$ cat src/rtl/result_writer_pkg.sv
// Shared constants and state encoding for the result-writer overlay blocks.
package result_writer_pkg;

    localparam int unsigned IMG_W    = 200;
    localparam int unsigned IMG_H    = 200;
    localparam int unsigned ADDR_MAX = IMG_W * IMG_H - 1;

    typedef enum logic [2:0] {
        ST_IDLE   = 3'd0,
        ST_TOP    = 3'd1,
        ST_BOTTOM = 3'd2,
        ST_LEFT   = 3'd3,
        ST_RIGHT  = 3'd4,
        ST_FIN    = 3'd5
    } state_e;

endpackage

$ cat src/rtl/rect_addr_gen.sv
// Linear frame-buffer address row*IMG_W+col; IMG_W is constant so this folds to shifts and adds.
module rect_addr_gen #(
    parameter int unsigned WIDTH_ADDR  = 16,
    parameter int unsigned WIDTH_COORD = 8,
    parameter int unsigned IMG_W       = 200
) (
    input  logic [WIDTH_COORD-1:0] row_i,
    input  logic [WIDTH_COORD-1:0] col_i,
    output logic [WIDTH_ADDR-1:0]  addr_o
);

    assign addr_o = WIDTH_ADDR'(WIDTH_ADDR'(row_i) * WIDTH_ADDR'(IMG_W)) + WIDTH_ADDR'(col_i);

endmodule

$ cat src/rtl/rect_border_writer.sv
// Writes the four edges of one rectangle into the source frame BRAM, one pixel per clock,
// then pulses done so the frame copy can start.
module rect_border_writer #(
    parameter int unsigned WIDTH_ADDR  = 16,
    parameter int unsigned WIDTH_DATA  = 4,
    parameter int unsigned WIDTH_COORD = 8,
    parameter int unsigned IMG_W       = result_writer_pkg::IMG_W,
    parameter int unsigned IMG_H       = result_writer_pkg::IMG_H
) (
    input  logic                   clk,
    input  logic                   rst_n,
    input  logic                   start,
    input  logic [WIDTH_COORD-1:0] x0,
    input  logic [WIDTH_COORD-1:0] x1,
    input  logic [WIDTH_COORD-1:0] y0,
    input  logic [WIDTH_COORD-1:0] y1,
    input  logic [WIDTH_DATA-1:0]  color,
    output logic [WIDTH_ADDR-1:0]  addr,
    output logic [WIDTH_DATA-1:0]  dout,
    output logic                   en,
    output logic                   we,
    output logic                   clkout,
    output logic                   busy,
    output logic                   done,
    output logic                   err
);

    import result_writer_pkg::*;

    state_e                 state_q, state_d;
    logic [WIDTH_COORD-1:0] row_q, row_d, col_q, col_d;
    logic [WIDTH_COORD-1:0] x0_q, x0_d, x1_q, x1_d, y0_q, y0_d, y1_q, y1_d;
    logic [WIDTH_DATA-1:0]  color_q, color_d;
    logic [WIDTH_ADDR-1:0]  addr_q, addr_d;
    logic [WIDTH_DATA-1:0]  dout_q, dout_d;
    logic                   we_q, we_d, done_q, done_d, err_q, err_d;

    logic                   idle_c, box_ok_c, emit_c;
    state_e                 walk_st_c;
    logic [WIDTH_COORD-1:0] pix_row_c, pix_col_c, bx0_c, bx1_c, by0_c, by1_c;
    logic [WIDTH_ADDR-1:0]  pix_addr_c;

    // In IDLE the first pixel and the edge bounds come straight from the request inputs.
    assign idle_c    = (state_q == ST_IDLE);
    assign walk_st_c = idle_c ? ST_TOP : state_q;
    assign pix_row_c = idle_c ? y0 : row_q;
    assign pix_col_c = idle_c ? x0 : col_q;
    assign bx0_c     = idle_c ? x0 : x0_q;
    assign bx1_c     = idle_c ? x1 : x1_q;
    assign by0_c     = idle_c ? y0 : y0_q;
    assign by1_c     = idle_c ? y1 : y1_q;
    assign box_ok_c  = (x0 <= x1) && (32'(x1) < IMG_W) && (y0 <= y1) && (32'(y1) < IMG_H);

    rect_addr_gen #(
        .WIDTH_ADDR (WIDTH_ADDR),
        .WIDTH_COORD(WIDTH_COORD),
        .IMG_W      (IMG_W)
    ) u_addr_gen (
        .row_i (pix_row_c),
        .col_i (pix_col_c),
        .addr_o(pix_addr_c)
    );

    // Next state: row/col always hold the pixel to be presented at the next edge.
    always_comb begin
        state_d = state_q;
        row_d   = row_q;
        col_d   = col_q;
        x0_d    = x0_q;
        x1_d    = x1_q;
        y0_d    = y0_q;
        y1_d    = y1_q;
        color_d = color_q;
        addr_d  = addr_q;
        dout_d  = '0;
        we_d    = 1'b0;
        done_d  = 1'b0;
        err_d   = 1'b0;
        emit_c  = 1'b0;

        unique case (state_q)
            ST_IDLE: begin
                if (start) begin
                    if (box_ok_c) begin
                        x0_d    = x0;
                        x1_d    = x1;
                        y0_d    = y0;
                        y1_d    = y1;
                        color_d = color;
                        emit_c  = 1'b1;
                    end else begin
                        err_d = 1'b1;
                    end
                end
            end
            ST_TOP, ST_BOTTOM, ST_LEFT, ST_RIGHT: emit_c = 1'b1;
            ST_FIN: begin
                done_d  = 1'b1;
                state_d = ST_IDLE;
            end
            default: state_d = ST_IDLE;
        endcase

        if (emit_c) begin
            we_d   = 1'b1;
            dout_d = color_d;
            addr_d = pix_addr_c;
            unique case (walk_st_c)
                ST_TOP: begin
                    if (pix_col_c == bx1_c) begin
                        state_d = ST_BOTTOM;
                        row_d   = by1_c;
                        col_d   = bx0_c;
                    end else begin
                        state_d = ST_TOP;
                        row_d   = pix_row_c;
                        col_d   = pix_col_c + WIDTH_COORD'(1);
                    end
                end
                ST_BOTTOM: begin
                    if (pix_col_c == bx1_c) begin
                        state_d = ST_LEFT;
                        row_d   = by0_c;
                        col_d   = bx0_c;
                    end else begin
                        state_d = ST_BOTTOM;
                        row_d   = pix_row_c;
                        col_d   = pix_col_c + WIDTH_COORD'(1);
                    end
                end
                ST_LEFT: begin
                    if (pix_row_c == by1_c) begin
                        state_d = ST_RIGHT;
                        row_d   = by0_c;
                        col_d   = bx1_c;
                    end else begin
                        state_d = ST_LEFT;
                        row_d   = pix_row_c + WIDTH_COORD'(1);
                        col_d   = pix_col_c;
                    end
                end
                ST_RIGHT: begin
                    if (pix_row_c == by1_c) begin
                        state_d = ST_FIN;
                    end else begin
                        state_d = ST_RIGHT;
                        row_d   = pix_row_c + WIDTH_COORD'(1);
                        col_d   = pix_col_c;
                    end
                end
                default: state_d = ST_IDLE;
            endcase
        end
    end

    always_ff @(posedge clk or negedge rst_n) begin
        if (!rst_n) begin
            state_q <= ST_IDLE;
            row_q   <= '0;
            col_q   <= '0;
            x0_q    <= '0;
            x1_q    <= '0;
            y0_q    <= '0;
            y1_q    <= '0;
            color_q <= '0;
            addr_q  <= '0;
            dout_q  <= '0;
            we_q    <= 1'b0;
            done_q  <= 1'b0;
            err_q   <= 1'b0;
        end else begin
            state_q <= state_d;
            row_q   <= row_d;
            col_q   <= col_d;
            x0_q    <= x0_d;
            x1_q    <= x1_d;
            y0_q    <= y0_d;
            y1_q    <= y1_d;
            color_q <= color_d;
            addr_q  <= addr_d;
            dout_q  <= dout_d;
            we_q    <= we_d;
            done_q  <= done_d;
            err_q   <= err_d;
        end
    end

    assign addr   = addr_q;
    assign dout   = dout_q;
    assign en     = we_q;
    assign we     = we_q;
    assign busy   = we_q;
    assign done   = done_q;
    assign err    = err_q;
    assign clkout = ~clk;

endmodule
$ cat config.mk
export PLATFORM = sky130hd
export DESIGN_NAME = rect_border_writer
export DESIGN_NICKNAME = d
export VERILOG_FILES = /design/src/rtl/result_writer_pkg.sv /design/src/rtl/rect_addr_gen.sv /design/src/rtl/rect_border_writer.sv
export SDC_FILE = /design/constraint.sdc
export NUM_CORES = 1
export LEC_CHECK = 0
export ABC_AREA = 1
export CORE_MARGIN = 1.5
export CORE_UTILIZATION = 64
export DETAILED_ROUTE_END_ITERATION = 8
export GPL_TIMING_DRIVEN = 1
export PLACE_DENSITY_LB_ADDON = 0.15
export SYNTH_ARGS = -nofsm -noshare
export SYNTH_HDL_FRONTEND = slang
export SYNTH_HIERARCHICAL = 1
export SYNTH_SLANG_ARGS = --single-unit
$ cat constraint.sdc
create_clock -name clk -period 8 [get_ports clk]
set_clock_uncertainty 0.05 [all_clocks]
set_input_delay 1.6 -clock clk [delete_from_list [all_inputs] [get_ports clk]]
set_output_delay 1.6 -clock clk [all_outputs]
set_load 0.02 [all_outputs]
==> results.json <==
{
  "cts.reportedPaths.clkPinSlew_ps": 90,
  "grt_pass1_wl_mm": 28.6,
  "synth_fp_nets": 1128,
  "cts-root-buf": "clkbuf_8",
  "wire_per_inst_um": 14.1,
  "viasPerCell": 5.45,
  "ff2ff_setup_slack_ps": 3210,
  "die_area_um2": 11200,
  "setup_viol": 0,
  "muxShareOfSynthArea_pct": 0,
  "most-common-layout-cells": "405 x nand2_1, 129 x inv_1, 101 x nand3_1",
  "cap_viol_max_count": 0,
  "vias": 6610,
  "slew_headroom_pct": 30.6,
  "htree_levels": 3,
  "synth-edff-count": 0,
  "cp_common_cell": "clkbuf_8",
  "cp.depth": 4,
  "yosys_register_bits": 78,
  "netlist_top_cells_area": "dfrtp_1 29%, nand2_1 22%, ha_1 9.4%, nand3_1 7.5%, inv_1 7.2%",
  "die_h_um": 106,
  "globalplace.congestion": 0.877,
  "postSynth.asyncResetShare_pct": 100,
  "layout_commonest_cell": "nand2_1",
  "io_pins": 65,
  "hold_depth": 2,
  "synth_top_family_by_area": "simple AND/OR/NAND/NOR gates",
  "worst_pin_slew_ps": 1040,
  "cts_made_buffers": 9,
  "post_cts_buffers": 0,
  "synth_cells": 1034,
  "clockBufferDepth": 2,
  "diodes": 0,
  "multiInputGateArea_um2": 4020,
  "drt.antenna.violating_nets": 0,
  "finalWirelength_mm": 17.1,
  "cts_tree": "done",
  "synth_xor_area_share_pct": 2.83,
  "clock_latency_ps": 380,
  "synth_top_area_cell": "dfrtp_1",
  "antenna_found_initial": 0,
  "first_pass_iters": 5,
  "grt_max_degree": 79,
  "crit_fanout": 12,
  "drv_slew": 0,
  "die_x_um": 106,
  "grt_pass1_vias": 6169,
  "io_buffers": 64,
  "drive_gt1_share_pct": 6.31,
  "synth_compound_area_share_pct": 6.67,
  "fin_nets": 1166,
  "core_region_area_um2": 10300,
  "hold_path_class": "flip-flop to flip-flop",
  "postCtsHoldBufs": 0,
  "worstPathRequired_ps": 6350,
  "cp_slowest_cell": "clkdlybuf4s50_1",
  "finalHoldViolCount": 0,
  "cp-end-kind": "output pin",
  "synth_area_um2": 6770,
  "critPathTopFamily": "buffers and inverters",
  "synth_simple_gate_area_share_pct": 39.3,
  "yosys.area_share.adder_pct": 10.6,
  "drcViolationCount": 0,
  "worst-path-buf-inv": 4,
  "setup_tns_ps": 0,
  "dp_hpwl_mm": 11.8,
  "ys_types": 35,
  "status": "finished clean",
  "drt_iter0_drc": 672,
  "grtUsageTotal_pct": 31.9,
  "start_util_pct": 65.9,
  "synth_warnings": 6,
  "max_stage_delay_ps": 590,
  "crit_path_start_kind": "clock port",
  "syn_avg_cell_area_um2": 6.55,
  "ctsResizeCount": 0,
  "syn2layout_area_growth_pct": 11.5,
  "fill_cells": 914,
  "rows": 37,
  "synth_ff_type": "dfrtp_1",
  "cp_data_arrival_time_ps": 5010,
  "synth_top_cell_area_share_pct": 28.8,
  "synth_seq_area_share_pct": 28.8,
  "path_cells": "clkbuf_8, clkbuf_8, inv_1, clkdlybuf4s50_1",
  "overflow": 0,
  "reg2reg_depth": 21,
  "rsz0062_at_grt": "no",
  "seq_area_um2": 1950,
  "crit_type": "clock port to output pin"
}
-- metrics by stage --
stage               util (%)  setup WS [ps]  instance area, µm²  hold slack (ps)  cells
floorplan                  -           2220                6770              394   1034
finish                  73.4           1340                7550              426   1213
detailed placement      71.4           1740                7340              408   1197
global route            73.4           1330                7550              451   1213
CTS                     73.4           1340                7550              431   1213
global placement        71.4           1740                7340              403   1197
-- synthesized netlist by cell type (4+ instances only) --
cell / count
nor2_4: 4
or2_2: 4
buf_6: 8
buf_2: 9
o21ai_0: 51
nand3_1: 101
inv_2: 8
buf_4: 13
nand2_1: 405
ha_1: 51
nor3_1: 7
clkbuf_1: 11
a21oi_1: 17
nand3b_1: 13
nand2_2: 18
inv_1: 129
nand4_1: 6
o21ai_1: 15
dfrtp_1: 78
xor2_1: 17
fa_1: 4
nor2_1: 43
-- sequential cells by signal (all words and copies together), names as in the netlist --
name	cells
dout	4
x1_q	8
y0_q	8
state_q	3
busy	1
color_q	4
row_q	8
err	1
x0_q	8
addr	16
col_q	8
y1_q	8
done	1
-- final cells by class --
class | instances | share of cell area (%)
clock buffer | 10 | 1.77
multi-input combinational | 776 | 53.3
sequential | 78 | 25.9
tap | 136 | 2.25
clock inverter | 8 | 1.19
inverter | 137 | 6.81
timing repair buffer | 68 | 8.82
-- path summary, 6_finish.rpt --
path | to | from
setup reg to reg | addr[15] | state_q[0]
min in group asynchronous | y1_q[7] | rst_n
hold reg to reg | addr[11] | addr[11]
hold / removal | addr[11] | addr[11]
max in group asynchronous | color_q[2] | rst_n
setup / recovery | clkout | clk
-- per-layer routing --
metal	vias up	wire length [µm]	GRT usage (%)	share of wire, %
met5	-	0	0	0
met4	0	295	8.98	1.7
met3	36	1390	6.06	8.2
met2	297	7790	53.1	46
met1	2969	7610	42.5	45
li1	3308	-	-	-
-- worst register-to-register path, stage by stage (launching register included) --
cell	delay [ps]
dfrtp_1	440
inv_2	450
nand2_2	360
buf_4	410
nand2_1	170
nand2_1	120
inv_1	260
ha_1	290
ha_1	300
ha_1	320
fa_1	510
nand2_1	140
nand2_4	70
nor2_4	110
nand3_4	110
nor2_4	140
nand3_2	100
nor2_1	110
nor2_1	50
nor2_1	90
nand2_1	60
nand2_1	100
-- logic make-up after synthesis --
group	after synthesis
compound gates	88
xor+xnor	21
fa+ha+maj	55
buf+inv	180
flops	78
simple gates	612
Power is not shown: default switching activity piles up to over one toggle a cycle in this logic, so the estimate is an artifact.
